### src/rtl/rc_tdc_multi.sv
// rc_tdc_multi: multi-channel RC charge-time measurement engine.
// Discharges the selected RC network, charges it through step_set, counts
// cycles until the synchronized threshold input rises, averages
// 2^AVG_LOG2 samples and divides the mean by a calibration divisor.
module rc_tdc_multi #(
    parameter int               NCH          = 4,
    parameter int               CNT_W        = 24,
    parameter int               OUT_W        = 8,
    parameter int               AVG_LOG2     = 2,
    parameter int               DISCH_CYCLES = 1024,
    parameter logic [CNT_W-1:0] TIMEOUT      = '1,
    parameter logic [CNT_W-1:0] DIVISOR      = CNT_W'(6900),
    parameter int               SEL_W        = (NCH > 1) ? $clog2(NCH) : 1
) (
    input  logic             clk,
    input  logic             reset,
    input  logic             start,
    input  logic [SEL_W-1:0] ch_sel,
    input  logic [NCH-1:0]   step_in,
    output logic [NCH-1:0]   step_set,
    output logic             busy,
    output logic             done,
    output logic [OUT_W-1:0] result,
    output logic [CNT_W-1:0] raw_count,
    output logic             sat,
    output logic [1:0]       err
);

    localparam int ACC_W = CNT_W + AVG_LOG2;
    localparam int SMP_W = AVG_LOG2 + 1;
    localparam int DC_W  = $clog2(DISCH_CYCLES + 1);
    localparam int BIT_W = $clog2(CNT_W + 1);

    localparam logic [DC_W-1:0]  DC_LAST  = DC_W'(DISCH_CYCLES - 1);
    localparam logic [SMP_W-1:0] SMP_LAST = SMP_W'((1 << AVG_LOG2) - 1);
    localparam logic [BIT_W-1:0] BIT_LAST = BIT_W'(CNT_W - 1);
    localparam logic [CNT_W-1:0] TO_LAST  = TIMEOUT - CNT_W'(1);

    typedef enum logic [2:0] {
        S_IDLE,
        S_DISCH,
        S_CHARGE,
        S_ACCUM,
        S_DIVIDE,
        S_DONE
    } state_t;

    state_t state_reg, state_next;

    logic [NCH-1:0]   sync1_reg, sin_reg;
    logic [NCH-1:0]   sel_oh;
    logic [SEL_W-1:0] ch_reg;
    logic [DC_W-1:0]  dc_reg;
    logic [CNT_W-1:0] cnt_reg;
    logic [ACC_W-1:0] acc_reg;
    logic [SMP_W-1:0] smp_reg;
    logic [CNT_W-1:0] avg_reg, quo_reg, rem_reg;
    logic [BIT_W-1:0] bit_reg;
    logic             done_reg, sat_reg;
    logic [OUT_W-1:0] result_reg;
    logic [CNT_W-1:0] raw_reg;
    logic [1:0]       err_reg;

    logic             accept, charging, sin_ch;
    logic [ACC_W-1:0] acc_sum;
    logic [CNT_W-1:0] avg_next;
    logic [CNT_W:0]   rem_sh;
    logic             rem_ge, q_over;
    logic [CNT_W-1:0] rem_step, quo_step;

    assign accept   = (state_reg == S_IDLE) && start && (int'(ch_sel) < NCH);
    assign charging = (state_reg == S_CHARGE);

    // Channel decode: one-hot select drives the excitation and picks the threshold bit
    genvar gi;
    generate
        for (gi = 0; gi < NCH; gi++) begin : g_ch
            assign sel_oh[gi]   = (ch_reg == SEL_W'(gi));
            assign step_set[gi] = charging && sel_oh[gi];
        end
    endgenerate

    assign sin_ch = |(sin_reg & sel_oh);

    // Accumulation and the truncating mean
    assign acc_sum  = acc_reg + ACC_W'(cnt_reg);
    assign avg_next = CNT_W'(acc_sum >> AVG_LOG2);

    // One restoring-division step: quotient bits shift in from the bottom of quo_reg
    assign rem_sh   = {rem_reg, quo_reg[CNT_W-1]};
    assign rem_ge   = (rem_sh >= {1'b0, DIVISOR});
    assign rem_step = rem_ge ? CNT_W'(rem_sh - {1'b0, DIVISOR}) : rem_sh[CNT_W-1:0];
    assign quo_step = {quo_reg[CNT_W-2:0], rem_ge};
    assign q_over   = ((quo_step >> OUT_W) != '0);

    assign busy      = (state_reg != S_IDLE);
    assign done      = done_reg;
    assign result    = result_reg;
    assign raw_count = raw_reg;
    assign sat       = sat_reg;
    assign err       = err_reg;

    // Two-flop synchronizer for the asynchronous comparator inputs
    always_ff @(posedge clk or posedge reset) begin
        if (reset) begin
            sync1_reg <= '0;
            sin_reg   <= '0;
        end else begin
            sync1_reg <= step_in;
            sin_reg   <= sync1_reg;
        end
    end

    // State register
    always_ff @(posedge clk or posedge reset) begin
        if (reset) state_reg <= S_IDLE;
        else       state_reg <= state_next;
    end

    // Next-state logic
    always_comb begin
        state_next = state_reg;
        case (state_reg)
            S_IDLE:   if (accept) state_next = S_DISCH;
            S_DISCH:  if (dc_reg == DC_LAST) state_next = sin_ch ? S_DONE : S_CHARGE;
            S_CHARGE: begin
                if (sin_ch)                  state_next = S_ACCUM;
                else if (cnt_reg == TO_LAST) state_next = S_DONE;
            end
            S_ACCUM:  state_next = (smp_reg == SMP_LAST) ? S_DIVIDE : S_DISCH;
            S_DIVIDE: if (bit_reg == BIT_LAST) state_next = S_DONE;
            S_DONE:   state_next = S_IDLE;
            default:  state_next = S_IDLE;
        endcase
    end

    // Datapath: counters, accumulator, divider and the result registers
    always_ff @(posedge clk or posedge reset) begin
        if (reset) begin
            ch_reg     <= '0;
            dc_reg     <= '0;
            cnt_reg    <= '0;
            acc_reg    <= '0;
            smp_reg    <= '0;
            avg_reg    <= '0;
            quo_reg    <= '0;
            rem_reg    <= '0;
            bit_reg    <= '0;
            done_reg   <= 1'b0;
            sat_reg    <= 1'b0;
            result_reg <= '0;
            raw_reg    <= '0;
            err_reg    <= 2'b00;
        end else begin
            done_reg <= 1'b0;
            case (state_reg)
                S_IDLE: begin
                    if (accept) begin
                        ch_reg  <= ch_sel;
                        dc_reg  <= '0;
                        acc_reg <= '0;
                        smp_reg <= '0;
                    end
                end
                S_DISCH: begin
                    dc_reg  <= dc_reg + DC_W'(1);
                    cnt_reg <= '0;
                    // Comparator already high after a full discharge: input stuck
                    if ((dc_reg == DC_LAST) && sin_ch) begin
                        done_reg   <= 1'b1;
                        result_reg <= '0;
                        raw_reg    <= '0;
                        sat_reg    <= 1'b0;
                        err_reg    <= 2'b10;
                    end
                end
                S_CHARGE: begin
                    if (!sin_ch) begin
                        cnt_reg <= cnt_reg + CNT_W'(1);
                        if (cnt_reg == TO_LAST) begin
                            done_reg   <= 1'b1;
                            result_reg <= '1;
                            raw_reg    <= TIMEOUT;
                            sat_reg    <= 1'b0;
                            err_reg    <= 2'b01;
                        end
                    end
                end
                S_ACCUM: begin
                    acc_reg <= acc_sum;
                    smp_reg <= smp_reg + SMP_W'(1);
                    dc_reg  <= '0;
                    if (smp_reg == SMP_LAST) begin
                        avg_reg <= avg_next;
                        quo_reg <= avg_next;
                        rem_reg <= '0;
                        bit_reg <= '0;
                    end
                end
                S_DIVIDE: begin
                    quo_reg <= quo_step;
                    rem_reg <= rem_step;
                    bit_reg <= bit_reg + BIT_W'(1);
                    if (bit_reg == BIT_LAST) begin
                        done_reg   <= 1'b1;
                        raw_reg    <= avg_reg;
                        sat_reg    <= q_over;
                        result_reg <= q_over ? '1 : quo_step[OUT_W-1:0];
                        err_reg    <= 2'b00;
                    end
                end
                default: ;
            endcase
        end
    end

endmodule

### config.mk
export PLATFORM = sky130hd
export DESIGN_NAME = rc_tdc_multi
export DESIGN_NICKNAME = d
export VERILOG_FILES = /design/src/rtl/rc_tdc_multi.sv
export SDC_FILE = /design/constraint.sdc
export NUM_CORES = 1
export LEC_CHECK = 0
export CELL_PAD_IN_SITES_DETAIL_PLACEMENT = 1
export CELL_PAD_IN_SITES_GLOBAL_PLACEMENT = 1
export CORE_UTILIZATION = 30
export DETAILED_ROUTE_END_ITERATION = 10
export GPL_ROUTABILITY_DRIVEN = 0
export PLACE_DENSITY = 0.65
export SKIP_LAST_GASP = 1
export SLEW_MARGIN = 20
export SYNTH_ARGS = -nofsm -noshare
export SYNTH_HDL_FRONTEND = slang
export SYNTH_SLANG_ARGS = --single-unit
### constraint.sdc
create_clock -name clk -period 10 [get_ports clk]
set_input_delay 2 -clock clk [delete_from_list [all_inputs] [get_ports clk]]
set_output_delay 2 -clock clk [all_outputs]
set_load 0.01 [all_outputs]
Yosys cells after proc, flatten, opt, wreduce, memory -nomap -nowiden
Cells that the tools add are included.
{ "totals": {"register_bits": 190, "latch_bits": 0, "ramBits": 0, "rom_bits": 0, "word_cells": 117, "n_memories": 0} }
{ "classes": {"add_sub_neg": 6, "mul": 0, "n_div": 0, "magnitude_cmp": 1, "eq_ne": 19, "n_shift": 0, "n_mux": 49, "bitwise_logic": 1, "reduce_logical": 24} }
{ "ops": {"columns": ["op", "count"], "rows": [
  ["$mux 24", 8],
  ["$pmux 24 s2", 3],
  ["$pmux 24 s3", 1],
  ["$pmux 26 s2", 1],
  ["$mux 8", 5],
  ["$pmux 11 s3", 1],
  ["$add 26x24->26", 1],
  ["$mux 26", 1],
  ["$ge 25x13->1 const B", 1],
  ["$add 24x1->24 const B", 1],
  ["$eq 24x24->1 const B", 1],
  ["$mux 3", 8],
  ["$pmux 8 s3", 1],
  ["$reduce_bool 24->1", 1],
  ["$sub 24x13->24 const B", 1],
  ["$pmux 3 s5", 1],
  ["$ne 2x2->1 const B", 6],
  ["$reduce_and 2->1", 6],
  ["$add 11x1->11 const B", 1],
  ["$eq 11x10->1 const B", 1],
  ["$mux 11", 1],
  ["$pmux 5 s2", 1],
  ["$eq 3x2->1 const B", 3],
  ["$reduce_bool 3->1", 3],
  ["23 further kinds", 42]
]} }

Longest topological paths before layout
Gate-level depths: netlist of the first run.
{ "depth": {"ltp_word": 6, "mapped_depth": 10} }

Worst setup path before layout of the first run
OpenSTA, ideal clock, no wires.
{ "synth_timing": {"path_kind": "reg2out", "start": "register state_reg[1]", "end": "output port step_set[1]", "arrival_ns": 1.481, "path_slack_ns": 6.519, "stages_incl_launch_ff": 7, "n_path_buf": 2, "path_cell_list": "dfrtp_1 -> buf_2 -> inv_1 -> nor3_2 -> clkbuf_1 -> nand2_1 -> nor2_1"} }
{ "synth_via": {"elab_chain_len": 2} }
{ "synth_lines": {"columns": ["element", "line", "source"], "rows": [
  ["from (decl)", "48", "state_t state_reg, state_next;"],
  ["from (signal assigned)", "117", "else state_reg <= state_next;"],
  ["$eq 3x2->1", "72", "assign charging = (state_reg == S_CHARGE);"],
  ["$logic_and 1x1->1", "79", "assign step_set[gi] = charging && sel_oh[gi];"],
  ["to (decl)", "20", "output logic [NCH-1:0] step_set,"]
]} }
No other way between the ends.

Worst setup path in the final report of the first run
{ "layout_timing": {"start": "register state_reg[1]", "end": "output port step_set[3]"} }
The elaborated chain is that of the path after synthesis.

==> flow_summary_export.csv, run 1 <==
group,metric,value,unit
clock_network,cts-root-buf,"clkbuf_16",
sta,slew_violations,0,
finish,postLayoutCoreUtil,0.3516,
sta,fin_skew,13.16,ps
synthesis,yosysMostFrequentCell,"dfrtp_1",
sta,rsz0062_at_grt,"no",
detailed_routing,drc,0,
clock_network,cts_buffers,17,
floorplan,fp.dieH,180.6,µm
sta,finalHoldViolCount,0,
outcome,status,"completed",
floorplan,dieWidth,180.6,µm
synthesis,ys_ff_latch,190,
power,swShare,0.3619,
clock_network,tritoncts,"done",
synthesis,avgSynthCellArea,9.324,µm²
detailed_routing,routed_wl,25550,µm
detailed_routing,dr_total_vias,7634,
power,cellPowerDensity,224.0,nW/µm²
setup_path,cp.required,8000,ps
clock_network,cts_setup_buffers,0,
clock_network,htree_levels,4,
detailed_routing,wire_per_inst,17.35,µm
grt,antenna_found_initial,1,
finish,finalNetCount,1099,
power,internal_power,1.581,mW
run,max-cap-violations,0,
sta,finalSetupViolations,0,
power,seq_power_share,0.427,
clock_network,clock_latency,450,ps
synthesis,synth-edff-count,0,
clock_network,path_clk_slew,80,ps
setup_path,cp-end-kind,"output port",
finish,largest_reg_flops,26,
setup_path,cp.arrival,2410,ps
floorplan,die-area,32610,µm²
power,p_leak,4.888,nW
power,clkPwrFrac,0.283,
floorplan,start_util,0.3040,
finish,layout-drive-gt1-share,0.06262,
placed_design,hpwl,17500,µm
detailed_routing,routed_via_density,5.183,
synthesis,synth_flop_cell,"dfrtp_1",
synthesis,ys_top_cells_by_area,"dfrtp_1 50%, a21oi_1 6.0%, nand2_1 5.1%",
placed_design,io_buffer_count,49,
synthesis,synth_fp_nets,1068,
floorplan,core-area,31470,µm²
finish,area_growth_syn_to_layout,15.67,%
worst_hold_path,hp-class,"reg -> reg",
sta,slew-limit-headroom,0.2775,
placed_design,post_dp_cell_area,10470,µm²
floorplan,num_io_pins,50,
setup_path,crit_type,"reg -> out",
grt,grt_max_degree,123,
synthesis,yosys.cell_types.count,60,
sta,max_freq,226.8,MHz
clock_network,clock_path_buffers,2,
detailed_routing,ant_nets,0,
clock_network,post_cts_resized,0,
detailed_routing,drt_iter0_markers,441,
synthesis,synth_top_area_frac,0.4970,
sta,period_needed,4410,ps
synthesis,yosysTopAreaCell,"dfrtp_1",
setup_path,start_kind,"register",
power,pwr-share-comb,0.290,
grt,grtUsageTotal,0.1658,
sta,setup_tns,0,ps
synthesis,synthTopCellsByCount,"190 x dfrtp_1, 130 x nand2_1, 115 x a21oi_1",
grt,grt_pass1_wl,42960,µm
clock_network,clock_sinks,190,
grt,overflow,0,
setup_path,worst-path-max-fanout,28,
floorplan,placementRows,65,
synthesis,yosysSeqAreaShare,0.4970,
synthesis,synthCells,1026,
finish,design_area,11070,µm²
synthesis,syn_area,9567,µm²
synthesis,ys_warn_count,0,
detailed_routing,dr.pass1.iters,4,
grt,grt_pass1_vias,7978,
sta,tightest_slew,1084,ps
sta,period_share,0.4410,
power,p_sw,0.8969,mW
clock_network,cts_hold_buf,0,
synthesis,ys_async_sr_fraction,1.000,
power,ir_drop,0.1462,mV
## layer usage
metal	routed length [µm]	share of wire	track usage	up-vias
li1	-	-	-	3685
met1	11860	0.46	0.2176	3851
met3	772	0.030	0.03294	22
met4	362	0.014	0.04342	0
met2	12560	0.49	0.2781	76
met5	0	0	0	-
## final cells by class
class	instances	area, µm²
diodes	1	2.502
clock buffers	19	442.9
clock inverters	13	147.6
fillers	3576	20410
inverters	23	93.84
multi-input cells	765	4548
flip-flops and latches	190	4755
well taps	402	503.0
repair buffers	60	573.1
## through the flow
stage                     cells  power, mW  hold slack (ps)  setup slack, ps
after CTS                  1472      2.514            362.4             5591
after floorplan            1026      1.502            331.2             2830
final                      1473      2.478            359.5             5591
after global routing       1472      2.638            367.1             5461
after detailed placement   1440      1.801            344.9             5797
after global placement     1440      1.780            339.1             5809
## final timing paths
kind / startpoint / end / slack [ps] / cells after the start
max in group asynchronous: reset / quo_reg[15] / 6420 / 3
setup / recovery: state_reg[1] / step_set[3] / 5590 / 5
min in group asynchronous: reset / cnt_reg[2] / 2140 / 2
setup reg to reg: cnt_reg[10] / result[6] / 6700 / 8
hold reg to reg: sync1_reg[1] / sin_reg[1] / 360 / 0
hold / removal: sync1_reg[1] / sin_reg[1] / 360 / 0
## critical path, cell delays in order (launching register included)
cell and delay, ps:
dfrtp_1 490, inv_1 190, nor3_4 180, buf_4 350, and3_1 210, clkdlybuf4s50_1 530
## cell families after synthesis
group	Yosys count	share of synthesized area
AOI/OAI and AO/OA	305	0.1907
xor gates and xnor gates	63	0.05768
adders and majority gates	33	0.04394
buffers and inverters	71	0.03008
DFF	190	0.4970
muxes	8	0.01033
and+or+nand+nor	356	0.1703
## power groups by stage
| stage | clock [mW] | combinational, mW | sequential, mW |
|---|---|---|---|
| after floorplan | 0 | 0.450 | 1.05 |
| after global placement | 0 | 0.713 | 1.07 |
| after detailed placement | 0 | 0.731 | 1.07 |
| after CTS | 0.721 | 0.735 | 1.06 |
| after global routing | 0.749 | 0.808 | 1.08 |
| final | 0.701 | 0.719 | 1.06 |
## layout by cell type, fill, tap and decap left out, types with 7 or more instances in the layout
cell type,n
dfrtp_1,190
nand2_1,129
a21oi_1,114
nor2_1,109
o21ai_0,82
clkdlybuf4s50_1,49
nand3_1,38
xnor2_1,34
ha_1,32
xor2_1,29
a21o_1,23
inv_1,22
nand4_1,21
clkbuf_16,17
a22o_1,15
nor3_1,11
buf_4,11
o22ai_1,10
o21a_1,8
and3_1,8
a31oi_1,7
o31ai_1,7
Note: power is estimated with default switching activity, not from simulation.
==> run 2: changes to the inputs <==
PLACE_DENSITY = 0.67   (was 0.65)
clock period = 3.6 ns   (was 10 ns; I/O delays follow)
==> run 2 against run 1 <==
- sequential share of layout area shrank 0.50 points
- combinational power rose to 2.9 times the previous value
- die area unchanged
- design area increased by 1.2%
- flip-flop and latch count stayed put
- register-to-register slack worse by 6200 ps
- via count about the same
- wire length rose by 0.71%
- worst hold slack worse by 5.7 ps
- setup slack worse by 5100 ps
- sequential power grew to 2.8 times the previous value
- critical path type is now reg -> reg
- critical endpoint is now quo_reg[18]
- largest cell class unchanged
- highest routed layer unchanged
==> flow_summary_export.csv, run 2 (same netlist as run 1, synthesis figures left out) <==
group,metric,value,unit
clock_network,path_clk_slew,80,ps
grt,antenna_found_initial,1,
sta,slew-limit-headroom,0.3096,
grt,grt_pass1_wl,43150,µm
clock_network,cts_hold_buf,0,
finish,design_area,11200,µm²
run,max-cap-violations,0,
power,p_leak,4.959,nW
clock_network,cts_buffers,17,
sta,finalSetupViolations,0,
worst_hold_path,hold_path_startpoint,"sync1_reg[3]",
grt,grt_pass1_vias,7904,
outcome,status,"completed",
sta,period_share,0.8614,
detailed_routing,drt_iter0_markers,414,
finish,diodes,0,
power,ir_drop,0.3720,mV
detailed_routing,ant_nets,0,
power,seq_power_share,0.419,
floorplan,num_io_pins,50,
power,internal_power,4.494,mW
detailed_routing,dr_total_vias,7628,
sta,max_freq,322.5,MHz
placed_design,io_buffer_count,49,
grt,grtUsageTotal,0.1667,
clock_network,tritoncts,"done",
clock_network,htree_levels,4,
finish,area_growth_syn_to_layout,17.03,%
clock_network,clock_latency,450,ps
finish,final_common_cell,"dfrtp_1",
detailed_routing,dr.pass1.iters,4,
sta,finalHoldViolCount,0,
setup_path,start_kind,"register",
detailed_routing,drc,0,
sta,setup_tns,0,ps
power,pwr-share-comb,0.293,
grt,grt_max_degree,91,
finish,final_cell_mix,"190 x dfrtp_1, 129 x nand2_1, 114 x a21oi_1",
placed_design,post_dp_cell_area,10580,µm²
sta,rsz0062_at_grt,"no",
clock_network,clock_path_buffers,2,
setup_path,cp.required,3930,ps
placed_design,hpwl,18140,µm
clock_network,cts_setup_buffers,0,
power,clkPwrFrac,0.288,
setup_path,startpoint,"cnt_reg[0]",
clock_network,post_cts_resized,0,
finish,largest_reg_flops,26,
clock_network,clock_sinks,190,
setup_path,worst-path-max-fanout,8,
finish,finalNetCount,1109,
finish,layout-drive-gt1-share,0.07037,
sta,slew_violations,0,
detailed_routing,routed_via_density,5.147,
floorplan,die-area,32610,µm²
power,swShare,0.3595,
floorplan,fp.dieH,180.6,µm
setup_path,r2r_start,"cnt_reg[0]",
power,p_sw,2.522,mW
sta,fin_skew,13.44,ps
sta,period_needed,3101,ps
detailed_routing,routed_wl,25740,µm
floorplan,start_util,0.3040,
setup_path,crit_type,"reg -> reg",
grt,overflow,0,
floorplan,placementRows,65,
sta,tightest_slew,1036,ps
detailed_routing,wire_per_inst,17.37,µm
floorplan,dieWidth,180.6,µm
worst_hold_path,hp-class,"reg -> reg",
power,cellPowerDensity,626.7,nW/µm²
setup_path,cp.arrival,3430,ps
setup_path,cp-end-kind,"register",
clock_network,cts-root-buf,"clkbuf_16",
floorplan,core-area,31470,µm²
==> run 2: area by class of cell <==
cell class	count	area [µm²]
fillers	3590	20280
flip-flops and latches	190	4755
multi-input cells	765	4546
repair buffers	70	685.7
well taps	402	503.0
clock buffers	19	442.9
clock inverters	13	173.9
inverters	23	90.09
==> run 2: worst paths after layout <==
check,cells past startpoint,slack [ps],to
setup / recovery,10,500,quo_reg[18]
hold / removal,0,350,sin_reg[3]
setup reg to reg,10,500,quo_reg[18]
hold reg to reg,0,350,sin_reg[3]
max in group asynchronous,4,2240,cnt_reg[20]
min in group asynchronous,3,780,dc_reg[5]
==> run 2: metal layers <==
| metal | track usage | part of all wire | vias up |
|---|---|---|---|
| met5 | 0 | 0 | - |
| met4 | 0.04034 | 0.012 | 0 |
| met3 | 0.02688 | 0.032 | 19 |
| met2 | 0.2803 | 0.49 | 81 |
| met1 | 0.2235 | 0.47 | 3826 |
| li1 | - | - | 3702 |
==> run 2: power by group through the flow <==
stage,Sequential (mW),Clock [mW],Combinational [mW]
after floorplan,2.92,0,1.25
after global placement,2.97,0,2.02
after detailed placement,2.98,0,2.08
after CTS,2.94,2.07,2.09
after global routing,3.01,2.15,2.31
final,2.94,2.02,2.05
==> run 2: worst max-delay path: stages, from the launching register on <==
cell	delay (ps)
dfrtp_1	470
ha_1	260
fa_1	410
a21o_1	230
a221o_1	310
o21ai_0	350
o21ai_1	190
a21boi_0	230
xor2_1	210
nor2_1	70
a221o_1	250
==> run 2: metrics by stage <==
step                      setup slack [ps]  std cells  power, mW  hold slack [ps]  utilization
after floorplan                      431.5       1026      4.172            331.2            -
after global placement               548.0       1450      4.986            333.3       0.3361
after detailed placement             544.7       1450      5.057            338.6       0.3361
after CTS                            494.1       1482      7.103            357.0       0.3557
after global routing                 275.2       1482      7.468            366.7       0.3557
final                                499.0       1482      7.016            353.8       0.3557
==> run 3: changes to the inputs <==
CORE_ASPECT_RATIO = 0.75   (was not set)
==> run 3 against run 2 <==
- via count rose by 1.1%
- clock skew rose by 2.3 ps
- wire length up 2.6%
- largest cell class unchanged
- sequential power barely moved
- clock power decreased by 7%
- die area about the same
- maximum frequency shrank 1.5%
- combinational power is essentially flat
- flip-flop and latch count did not move
- critical path depth decreased by 6
- worst hold slack is essentially flat
- sequential share of layout area up 0.19 points
==> flow_summary_export.csv, run 3 (same netlist as run 1, synthesis figures left out) <==
group,metric,value,unit
power,p_total,6.907,mW
detailed_routing,drc,0,
finish,final_cell_mix,"190 x dfrtp_1, 128 x nand2_1, 114 x a21oi_1",
clock_network,clock_path_buffers,2,
finish,diodes,0,
clock_network,cts-root-buf,"clkbuf_16",
floorplan,num_io_pins,50,
detailed_routing,dr_total_vias,7712,
sta,fin_skew,15.69,ps
detailed_routing,wire_per_inst,17.82,µm
setup_path,cp-end-kind,"output port",
clock_network,post_cts_resized,0,
setup_path,r2r_end,"quo_reg[18]",
outcome,status,"completed",
sta,rsz0062_at_grt,"no",
placed_design,io_buffer_count,49,
setup_path,cp.required,2880,ps
floorplan,fp.dieH,156.7,µm
clock_network,cts_setup_buffers,0,
finish,layout-drive-gt1-share,0.06506,
finish,area_growth_syn_to_layout,16.51,%
sta,max_freq,317.8,MHz
clock_network,path_clk_slew,70,ps
grt,antenna_found_initial,0,
floorplan,placementRows,56,
setup_path,cp.arrival,2430,ps
clock_network,clock_sinks,190,
finish,fin_cells,1482,
setup_path,worst-path-max-fanout,9,
grt,grt_pass1_wl,43740,µm
run,max-cap-violations,0,
grt,grt_max_degree,82,
sta,slew-limit-headroom,0.3370,
setup_path,slowest_delay,580,ps
placed_design,dp_cells,1452,
grt,overflow,0,
worst_hold_path,hp-class,"reg -> reg",
detailed_routing,drt_iter0_markers,494,
setup_path,r2r_start,"cnt_reg[0]",
clock_network,cts_buffers,17,
finish,final_common_cell,"dfrtp_1",
sta,finalWorstSetupSlack,453.3,ps
sta,period_share,0.8741,
floorplan,dieWidth,208.2,µm
setup_path,crit_type,"reg -> out",
detailed_routing,dr.pass1.iters,4,
floorplan,die-area,32610,µm²
floorplan,start_util,0.3054,
setup_path,r2r_cells,10,
finish,fill_cells,3562,
sta,finalHoldViolCount,0,
setup_path,reg2reg_slack,460,ps
placed_design,hpwl,18580,µm
floorplan,core-area,31320,µm²
setup_path,slowest_stage,"clkdlybuf4s50_1",
clock_network,htree_levels,4,
finish,finalNetCount,1107,
sta,finalSetupViolations,0,
detailed_routing,routed_wl,26410,µm
sta,setup_tns,0,ps
clock_network,tritoncts,"done",
sta,hold_ws,354.1,ps
placed_design,post-place-ws,485.5,ps
setup_path,start_kind,"register",
finish,largest_reg_flops,26,
power,p_leak,4.931,nW
sta,period_needed,3147,ps
setup_path,endpoint,"step_set[0]",
grt,grt_pass1_vias,7854,
clock_network,clock_latency,450,ps
setup_path,startpoint,"state_reg[1]",
power,cellPowerDensity,619.7,nW/µm²
power,ir_drop,0.3850,mV
sta,slew_violations,0,
setup_path,path_cells,"inv_1 -> or3_1 -> nor3_1 -> clkdlybuf4s50_1",
detailed_routing,routed_via_density,5.204,
grt,grtUsageTotal,0.1708,
clock_network,cts_hold_buf,0,
sta,tightest_slew,994.5,ps
detailed_routing,ant_nets,0,
## run 3: changes by cell type in the layout (fill, tap and decap cells not counted), sizes merged
cell,delta
buf,-2
clkinv,-2
inv,-3
clkbuf,+3
## run 3: how the worst min path moves through the flow
| stage | end | from | cells past startpoint | slack (ps) |
|---|---|---|---|---|
| after floorplan | sin_reg[0] | sync1_reg[0] | 0 | 330 |
| after global placement | sin_reg[3] | sync1_reg[3] | 0 | 330 |
| after detailed placement | sin_reg[3] | sync1_reg[3] | 0 | 340 |
| after CTS | sin_reg[3] | sync1_reg[3] | 0 | 360 |
| after global routing | sin_reg[1] | sync1_reg[1] | 0 | 360 |
| final | sin_reg[1] | sync1_reg[1] | 0 | 350 |
## run 3: metal layers
metal	track usage	up-vias	routed length [µm]
met2	0.2445	89	11120
met4	0.04303	0	288
met3	0.03392	16	752
met5	0	-	0
li1	-	3706	-
met1	0.2593	3901	14240
## run 3: area by class of cell
type / instances / area [µm²] / share of cell area
Tap cell: 406 / 508.0 / 0.04558
Multi-Input combinational cell: 765 / 4548 / 0.4081
Inverter: 23 / 90.09 / 0.008083
Timing Repair Buffer: 68 / 683.2 / 0.06129
Clock buffer: 22 / 454.2 / 0.04075
Sequential cell: 190 / 4755 / 0.4266
Clock inverter: 8 / 107.6 / 0.009654
## run 3: critical path: cells and delay by family, from the launching register on
kind | cells | cell delay (ps)
buf+inv | 2 | 760
flops | 1 | 510
simple gates | 2 | 710
## run 3: stage by stage
stage,util,area [µm²]
floorplan,-,9570
global placement,0.3379,10580
detailed placement,0.3379,10580
CTS,0.3559,11150
global route,0.3559,11150
finish,0.3559,11150
## run 3: power by group
group	switching, mW	internal (mW)	total, mW
clock	0.840	1.04	1.88
sequential	0.369	2.58	2.94
combinational	1.24	0.839	2.08
